File: config.mk
export PLATFORM = sky130hd
export DESIGN_NAME = truth_table_capture
export DESIGN_NICKNAME = d
export VERILOG_FILES = /design/src/rtl/truth_table_capture.sv
export SDC_FILE = /design/constraint.sdc
export NUM_CORES = 1
export LEC_CHECK = 0
export CELL_PAD_IN_SITES_DETAIL_PLACEMENT = 1
export CELL_PAD_IN_SITES_GLOBAL_PLACEMENT = 2
export CORE_ASPECT_RATIO = 0.7
export CORE_MARGIN = 3
export CORE_UTILIZATION = 41
export CTS_BUF_LIST = sky130_fd_sc_hd__clkbuf_2
export DETAILED_ROUTE_END_ITERATION = 7
export DONT_BUFFER_PORTS = 1
export PLACE_DENSITY_LB_ADDON = 0.25
export SYNTH_ARGS = -nofsm -noshare
export SYNTH_HDL_FRONTEND = slang
export SYNTH_SLANG_ARGS = --single-unit
File: constraint.sdc
create_clock -name clk -period 2.81 [get_ports clk]
set_input_delay 0.4215 -clock clk [delete_from_list [all_inputs] [get_ports clk]]
set_output_delay 0.4215 -clock clk [all_outputs]
set_load 0.005 [all_outputs]
File: src/rtl/truth_table_capture.sv
// Sweeps a 3-input combinational block through all eight input vectors,
// captures its response into a truth table and compares it with EXPECTED.
module truth_table_capture #(
    parameter int unsigned SETTLE   = 1,
    parameter logic [7:0]  EXPECTED = 8'h96
) (
    input  logic       clk,
    input  logic       rst,
    input  logic       start,
    output logic       a_o,
    output logic       b_o,
    output logic       c_o,
    input  logic       y_i,
    output logic       busy,
    output logic       done,
    output logic       pass,
    output logic [7:0] table_o,
    output logic [7:0] mismatch,
    output logic [3:0] fail_count
);

    typedef enum logic [1:0] {
        IDLE,
        DRIVE,
        SAMPLE,
        DONE
    } state_t;

    localparam logic [3:0] SETTLE_LAST = 4'(SETTLE - 1);

    state_t     state;
    logic [2:0] index;
    logic [3:0] settle_cnt;
    logic       y_bit;
    logic       miss;

    // An undriven or unknown response is recorded as a 0, never as a 1.
    assign y_bit = (y_i === 1'b1);
    assign miss  = y_bit ^ EXPECTED[index];

    always_ff @(posedge clk) begin
        if (rst) begin
            state      <= IDLE;
            index      <= 3'd0;
            settle_cnt <= 4'd0;
            a_o        <= 1'b0;
            b_o        <= 1'b0;
            c_o        <= 1'b0;
            busy       <= 1'b0;
            done       <= 1'b0;
            pass       <= 1'b0;
            table_o    <= 8'h00;
            mismatch   <= 8'h00;
            fail_count <= 4'd0;
        end else begin
            done <= 1'b0;
            case (state)
                IDLE: begin
                    if (start) begin
                        state      <= DRIVE;
                        index      <= 3'd0;
                        settle_cnt <= 4'd0;
                        {a_o, b_o, c_o} <= 3'b000;
                        busy       <= 1'b1;
                        pass       <= 1'b0;
                        table_o    <= 8'h00;
                        mismatch   <= 8'h00;
                        fail_count <= 4'd0;
                    end
                end
                DRIVE: begin
                    if (settle_cnt == SETTLE_LAST) begin
                        state      <= SAMPLE;
                        settle_cnt <= 4'd0;
                    end else begin
                        settle_cnt <= settle_cnt + 4'd1;
                    end
                end
                SAMPLE: begin
                    table_o[index]  <= y_bit;
                    mismatch[index] <= miss;
                    if (miss) begin
                        fail_count <= fail_count + 4'd1;
                    end
                    // The vector stays on the pins through SAMPLE so y_i is stable at the edge.
                    if (index == 3'd7) begin
                        state <= DONE;
                        busy  <= 1'b0;
                        done  <= 1'b1;
                        pass  <= (fail_count == 4'd0) && !miss;
                        {a_o, b_o, c_o} <= 3'b000;
                    end else begin
                        state <= DRIVE;
                        index <= index + 3'd1;
                        {a_o, b_o, c_o} <= index + 3'd1;
                    end
                end
                DONE: begin
                    state <= IDLE;
                    index <= 3'd0;
                end
                default: begin
                    state <= IDLE;
                end
            endcase
        end
    end

endmodule

==> results of run 1 <==
where the power goes:
group | switching [W] | internal [W] | total, W
logic | 0.0000555 | 0.0000358 | 0.0000914
registers | 0.0000186 | 0.000522 | 0.000541
clock network | 0.000163 | 0.0000669 | 0.000230
flip-flops by register name, summed over array words and instances (netlist names), 2 cells and up, named ones only:
name / count
state: 2
fail_count: 4
index: 3
table_o: 8
settle_cnt: 4
mismatch: 8
worst reg2reg max path: stages (launching register included):
cell	delay [ns]
dfxtp_1	0.56
ha_1	0.22
ha_1	0.32
nor2_1	0.10
o22ai_2	0.19
a211oi_1	0.13
nor4_2	0.30
xor2_1	0.16
stage by stage:
step                total power, W  hold WS [ns]
global placement          0.000641         0.461
global route              0.000924        0.0232
detailed placement        0.000643         0.482
floorplan                 0.000628         0.452
finish                    0.000862         0.103
CTS                       0.000875        0.0834
worst paths after layout:
path,end,slack (ns),depth (start not counted)
max,register,0.79,7
min reg2reg,table_o[6],0.50,2
min,settle_cnt[1],0.10,1
max reg2reg,register,0.79,7
cells by family after synthesis:
group | after synthesis
DFF | 36
AOI/OAI and AO/OA | 36
adders and majority gates | 6
buffers and inverters | 24
xor gates and xnor gates | 5
and+or+nand+nor | 90
muxes | 6
area by class of cell:
| type | count | area share, % |
|---|---|---|
| clock inverter | 1 | 0.215 |
| inverter | 9 | 1.94 |
| timing repair buffer | 2 | 0.861 |
| tap | 50 | 3.59 |
| multi-input combinational | 143 | 50.1 |
| clock buffer | 7 | 2.01 |
| sequential | 36 | 41.3 |
metal layers:
layer	GRT usage (%)	wire length, um	up-vias
met1	22.9	1980	655
li1	-	-	683
met4	3.50	17	0
met2	29.5	1840	24
met5	0	0	-
met3	6.20	228	2
placed cells by master, fill, tap and decap left out, drive strengths merged, types with 2 or more instances in the layout:
master and count:
inv 9, dfxtp 36, mux2 5, clkbuf 7, a211oi 3, a31oi 3
nor4 2, o21ai 2, nand4b 3, nor2 32, ha 6, nor3 4
nand2 18, nand3 13, nand3b 4, xor2 3, nand4 2, o22ai 2
a21oi 17, xnor2 2, nor3b 3, buf 2, nand2b 4, nor2b 3
==> results.toml, run 1 <==
[routing]
drt_first_iter_violations = 48
routed_wirelength_mm = 4.06
vias = 1364
vias_per_cell = 5.50
ant_nets = 0
dr.pass1.iters = 4
wire_per_inst_um = 16.4
drc = 0

[cells_and_area]
drive_gt1_share_pct = 10.1
fin_cells = 248
layout.nets = 207
design_area_sq_um = 1740
fin_util_pct = 46.7
multiInputGateArea_sq_um = 873
n_fill_cell = 489
area_growth_pct = 2.95
final-seq-area_sq_um = 721
diodes = 0

[placed_design]
dpl.cell_count = 240
io_buffer_count = 0
dp_hpwl_mm = 2.95
postPlaceCellArea_sq_um = 1710
place.gp.congestion = 0.845
dp_worst_setup_slack_ns = 0.770

[synth]
synth_area_leaders = "dfxtp_1, nor2_1, a21oi_1"
yosys.area.top_type = "dfxtp_1"
yosysWarnings = 0
yosysSeqAreaShare_pct = 42.5
synth_area_per_cell_sq_um = 8.35
synth-simple-area-share_pct = 26.6
synth-main-ff-cell = "dfxtp_1"
synth-async-reset-ratio_pct = 0
synth_edf_count = 0
synth_top_family_by_area = "simple AND/OR/NAND/NOR gates"
yosysTopAreaCellShare_pct = 42.5
synth_compound_area_share_pct = 14.0
synthMuxAreaShare_pct = 3.91
synthAdderAreaFrac_pct = 4.43
synthCells = 203
synthesis.area_sq_um = 1690
yosysMostFrequentCell = "dfxtp_1"
synth_xor_area_share_pct = 2.58
ys_top_cells_by_count = "dfxtp_1, nor2_1, nand2_1"
ys_types = 41
synth_nets = 213
synth_seq_cells = 36

[global_routing]
grt_max_degree = 37
grt_pass1_vias = 1431
grt_pass1_wl_mm = 7.03
grt-ovfl-total = 0
antenna_found_initial = 0
grt_usage_pct = 17.8

[worst_setup_path]
crit_path_end_kind = "register"
required_ns = 3.12
path_class = "register to register"
worstPathMaxFanout = 11
worstPathArrival_ns = 2.33
cp_top_family = "flip-flops"
critPathLaunchType = "register"
slowest_delay_ns = 0.56
crit_buf_inv = 0
crit_chain = "ha_1, ha_1, nor2_1, o22ai_2, a211oi_1, nor4_2, xor2_1"
slowest_stage = "dfxtp_1"
cpMostUsedCell = "ha_1"
worstReg2RegStart = "index[1]"
cp-startpoint = "index[1]"

[timing]
hold_violations = 0
worstMarginPinSlew_ns = 0.768
worst_slack_ns = 0.791
slew_violations = 0
fmax_mhz = 495
relSlewSlack_pct = 48.8
fin_tns_setup_ns = 0
period_minus_slack_ns = 2.02
finClkSkew_ns = 0.0194
grt_setup_unrepaired = "no"
period_share_pct = 71.9
final-setup-viol-count = 0

[cts]
cts_tree = "done"
postCtsSetupBuffers = 0
ctsHtreeMaxLevel = 2
cts_resized = 0
ctsHoldBuffers = 0
cts_root_buffer = "clkbuf_2"
path_clk_slew_ns = 0.19
cts_buffers = 5
cts_buffer_depth = 2
cts_sinks = 36
clock_latency_ns = 0.36

[die]
die_h_um = 59.8
num_rows = 18
fp.dieW_um = 82.8
die-area_sq_um = 4950
start_util_pct = 45.3
ios = 30
core_area_sq_um = 3740

[min_path]
hold_class = "input port to register"
hp-start = "rst"

[status]
status = "complete, no violations"

[power_and_ir_drop]
powerDensity_nw_per_um2 = 494
power_leakage_nw = 0.597
vdd_ir_drop_max_uv = 186

[job]
cap_violations = 0
(Power assumes the default switching activity.)
==> run 2: changes to the inputs <==
--- a/config.mk
+++ b/config.mk
@@ -9,7 +9,7 @@
 export CELL_PAD_IN_SITES_GLOBAL_PLACEMENT = 2
 export CORE_ASPECT_RATIO = 0.7
 export CORE_MARGIN = 3
-export CORE_UTILIZATION = 41
+export CORE_UTILIZATION = 38
 export CTS_BUF_LIST = sky130_fd_sc_hd__clkbuf_2
 export DETAILED_ROUTE_END_ITERATION = 7
 export DONT_BUFFER_PORTS = 1
==> constraint.sdc (replaced) <==
create_clock -name clk -period 2.1 [get_ports clk]
set_input_delay 0.315 -clock clk [delete_from_list [all_inputs] [get_ports clk]]
set_output_delay 0.315 -clock clk [all_outputs]
set_load 0.005 [all_outputs]
==> run 2 against run 1 <==
Against the previous run:
- non-clock buffer count increased by 10
- register-to-register slack got worse by 0.63 ns
- via count increased by 7.3%
- worst setup slack got worse by 0.63 ns
- sequential share of layout area decreased by 2.6 points
- count of clock-buffer cells in the layout decreased by 1
- critical path depth unchanged
- sequential power increased by 33%
==> results.toml, run 2 (synthesized netlist as in run 1, its figures left out) <==
[routing]
vias = 1464
top_layer = "met4"
route.met2.wl_mm = 1.98
drt_first_iter_violations = 92
dr.pass1.iters = 4
ant_nets = 0
drc = 0
vias_per_cell = 5.63
routed_wirelength_mm = 4.60
drt-met1-wl_mm = 2.23
wl_met3_um = 317
wire_per_inst_um = 17.7

[die]
core_area_sq_um = 4110
fp.dieW_um = 85.8
ios = 30
die-area_sq_um = 5310
die_h_um = 61.9
num_rows = 19
start_util_pct = 41.2

[timing]
worst_slack_ns = 0.161
fin_tns_setup_ns = 0
hold_slack_ns = 0.0397
period_minus_slack_ns = 1.94
worstMarginPinSlew_ns = 0.766
fmax_mhz = 516
finClkSkew_ns = 0.0213
final-setup-viol-count = 0
grt_setup_unrepaired = "no"
slew_violations = 0
period_share_pct = 92.3
relSlewSlack_pct = 49.0
hold_violations = 0

[power_and_ir_drop]
power_leakage_nw = 0.665
internal-power_w = 0.000968
powerDensity_nw_per_um2 = 715
swShare_pct = 27.3
p_switching_w = 0.000364
vdd_ir_drop_max_uv = 320
power_frac_seq_pct = 54.0
clkPwrFrac_pct = 33.7
p_comb_share_pct = 12.4

[worst_setup_path]
path_class = "register to register"
crit_buf_inv = 1
worstPathArrival_ns = 2.28
required_ns = 2.44
cpMostUsedCell = "nor2_1"
critPathLaunchType = "register"
worstPathMaxFanout = 11
cp_top_family = "flip-flops"
worst-r2r-cell-count = 7
crit_path_end_kind = "register"
crit_chain = "ha_1, buf_4, nor2_1, o22ai_1, nor2_1, nor4_2, xor2_1"
slowest_delay_ns = 0.61
worstReg2RegStart = "index[2]"
slowest_stage = "dfxtp_1"
reg2reg_slack_ns = 0.16

[cells_and_area]
n_fill_cell = 502
fin_util_pct = 45.2
multiInputGateArea_sq_um = 873
layout.nets = 217
final_cell_mix = "dfxtp_1, nor2_1, nand2_1"
diodes = 0
area_growth_pct = 9.82
final_common_cell = "dfxtp_1"
reg.largest.list = "mismatch x8, table_o x8"
drive_gt1_share_pct = 14.9
final-seq-area_sq_um = 721

[cts]
cts_root_buffer = "clkbuf_2"
cts_tree = "done"
path_clk_slew_ns = 0.20
ctsHoldBuffers = 1
cts_buffer_depth = 2
clock_latency_ns = 0.39
cts_sinks = 36
cts_buffers = 5
postCtsSetupBuffers = 0
ctsHtreeMaxLevel = 2
cts_resized = 0

[global_routing]
grt_max_degree = 36
grt-ovfl-total = 0
grt_usage_pct = 18.2
grt_pass1_wl_mm = 7.39
grt_pass1_vias = 1472
antenna_found_initial = 0

[job]
cap_violations = 0

[min_path]
hold_class = "input port to register"
hp-start = "y_i"
min_path_cells = 2
worstHoldEndpoint = "table_o[6]"

[placed_design]
place.gp.congestion = 0.832
io_buffer_count = 0
dp_worst_setup_slack_ns = 0.280
dp_hpwl_mm = 3.26

[status]
status = "complete, no violations"
==> run 2: changes by cell type in the layout (fill, tap and decap cells not counted), sizes merged <==
cell	delta
buf	+10
bufinv	+1
clkbuf	-1
==> run 2: metrics by stage <==
stage,total power (W),cells,cell area (sq um)
after floorplan,0.000840,203,1690
after global placement,0.000873,251,1780
after detailed placement,0.000880,251,1780
after CTS,0.00134,260,1860
after global routing,0.00140,260,1860
final,0.00133,260,1860
==> run 2: worst max path at each step <==
stage,from,endpoint,slack (ns),depth (start not counted)
final,index[2],register,0.16,7
after global routing,index[2],register,0.02,7
after CTS,index[2],register,0.21,7
after detailed placement,index[2],register,0.28,7
after global placement,index[2],register,0.33,6
after floorplan,index[0],register,0.42,8
==> run 2: per-layer routing <==
metal  vias to the layer above  track usage [%]
met5                         -                0
met4                         0             6.55
met3                         9             5.14
met2                        44             28.3
met1                       701             24.5
li1                        710                -
==> run 2: layout make-up <==
cell class                      count  area share (%)
Clock inverter                      2            1.88
Timing Repair Buffer               12            5.51
Tap cell                           52            3.50
Clock buffer                        6            1.61
Sequential cell                    36            38.7
Multi-Input combinational cell    143            46.9
Inverter                            9            1.82
==> run 2: power by group through the flow <==
stage	Combinational, W	Sequential [W]	Clock, W
floorplan	0.000118	0.000722	0
finish	0.000165	0.000718	0.000448
CTS	0.000164	0.000718	0.000459
detailed placement	0.000148	0.000732	0
global placement	0.000142	0.000731	0
global route	0.000181	0.000722	0.000493
==> run 3: changes to the inputs <==
==> constraint.sdc (replaced) <==
create_clock -name clk -period 2.09 [get_ports clk]
set_input_delay 0.3135 -clock clk [delete_from_list [all_inputs] [get_ports clk]]
set_output_delay 0.3135 -clock clk [all_outputs]
set_load 0.005 [all_outputs]
==> run 3 against run 2 <==
Against the previous run:
- clock skew down 0.0098 ns
- highest routed layer unchanged
- non-clock buffer count up 2
- critical path type unchanged
- power down 9.0%
- fmax up 0.83%
==> results.toml, run 3 (synthesized netlist as in run 1, its figures left out) <==
[routing]
drt_first_iter_violations = 70
dr.pass1.iters = 4
wire_per_inst_um = 17.6
vias = 1451
routed_wirelength_mm = 4.59
ant_nets = 0
vias_per_cell = 5.56
drc = 0

[job]
cap_violations = 0

[cts]
cts_root_buffer = "clkbuf_2"
cts_buffer_depth = 2
clock_latency_ns = 0.40
ctsHtreeMaxLevel = 2
cts_buffers = 5
path_clk_slew_ns = 0.19
postCtsSetupBuffers = 0
cts_sinks = 36
cts_tree = "done"

[timing]
fin_tns_setup_ns = 0
final-setup-viol-count = 0
period_share_pct = 92.0
period_minus_slack_ns = 1.92
slew_violations = 0
relSlewSlack_pct = 52.3
hold_violations = 0
worstMarginPinSlew_ns = 0.715
grt_setup_unrepaired = "no"
finClkSkew_ns = 0.0115
fmax_mhz = 520

[cells_and_area]
final_cell_mix = "dfxtp_1, nor2_1, nand2_1"
drive_gt1_share_pct = 14.8
diodes = 0
area_growth_pct = 9.08
layout.nets = 219
final_common_cell = "dfxtp_1"
reg.largest.list = "mismatch x8, table_o x8"

[die]
num_rows = 19
ios = 30
die_h_um = 61.9
die-area_sq_um = 5310
fp.dieW_um = 85.8
core_area_sq_um = 4110
start_util_pct = 41.2

[min_path]
hold_class = "input port to register"

[placed_design]
dp_hpwl_mm = 3.29
io_buffer_count = 0
place.gp.congestion = 0.831

[power_and_ir_drop]
vdd_ir_drop_max_uv = 254
powerDensity_nw_per_um2 = 656
power_leakage_nw = 0.660
design_power_total_w = 0.00121

[worst_setup_path]
worstPathMaxFanout = 11
crit_chain = "ha_1, buf_4, nor2_1, o22ai_1, nor2_1, nor4_2, xor2_1"
crit_path_end_kind = "register"
worstPathArrival_ns = 2.27
reg2reg_slack_ns = 0.17
critPathLaunchType = "register"
cpMostUsedCell = "nor2_1"
slowest_stage = "dfxtp_1"
slowest_delay_ns = 0.61
required_ns = 2.44
path_class = "register to register"

[global_routing]
grt_max_degree = 36
grt_usage_pct = 18.1
antenna_found_initial = 0
grt_pass1_wl_mm = 7.30
grt-ovfl-total = 0
grt_pass1_vias = 1451

[status]
status = "complete, no violations"
run 3: cell count changes in the layout (fill, tap and decap cells not counted), sizes merged:
cell / change
buf: +1
bufinv: -1
dlygate4sd3: +1
run 3: worst paths after layout:
kind / startpoint / to / depth (start not counted)
max reg2reg: index[2] / register / 7
min reg2reg: table_o[6] / table_o[6] / 2
max: index[2] / register / 7
min: y_i / table_o[3] / 2
run 3: critical path, delay by kind of cell, from the launching register on:
kind | cells | cell delay (ns)
AOI/OAI and AO/OA | 1 | 0.21
xor gates and xnor gates | 1 | 0.19
adders and majority gates | 1 | 0.32
buffers and inverters | 1 | 0.17
DFF | 1 | 0.61
and+or+nand+nor | 3 | 0.36
run 3: cell type report:
type | instances | area [sq um]
clock buffer | 6 | 30.0
clock inverter | 1 | 5.00
fill | 511 | 2260
inverter | 9 | 33.8
multi-input combinational | 143 | 873
sequential | 36 | 721
tap | 52 | 65.1
timing repair buffer | 14 | 120
run 3: power breakdown:
group          switching, W  internal [W]
clock network      0.000242     0.0000797
logic              0.000102     0.0000668
registers         0.0000191      0.000703
total              0.000363      0.000849
run 3: repair_timing:
action | CTS | global route
hold endpoints to repair | 35 | 1
resized for setup | 0 | 0
hold buffers | 1 | 1
run 3: metrics by stage:
step / std cells / setup WS, ns / utilization, % / cell area, sq um / hold slack [ns]
after global placement: 252 / 0.326 / 43.4 / 1780 / 0.387
after CTS: 260 / 0.199 / 44.7 / 1840 / 0.0106
after global routing: 261 / 0.0628 / 44.9 / 1850 / 0.00462
after detailed placement: 252 / 0.261 / 43.4 / 1780 / 0.389
final: 261 / 0.167 / 44.9 / 1850 / 0.0291
after floorplan: 203 / 0.406 / - / 1690 / 0.452
run 3: metal layers:
| metal | vias up | share of wire (%) | wire (um) | track usage [%] |
|---|---|---|---|---|
| li1 | 717 | - | - | - |
| met1 | 697 | 50 | 2290 | 24.0 |
| met2 | 34 | 43 | 1960 | 28.1 |
| met3 | 3 | 6.7 | 306 | 5.40 |
| met4 | 0 | 0.94 | 43 | 6.77 |
| met5 | - | 0 | 0 | 0 |
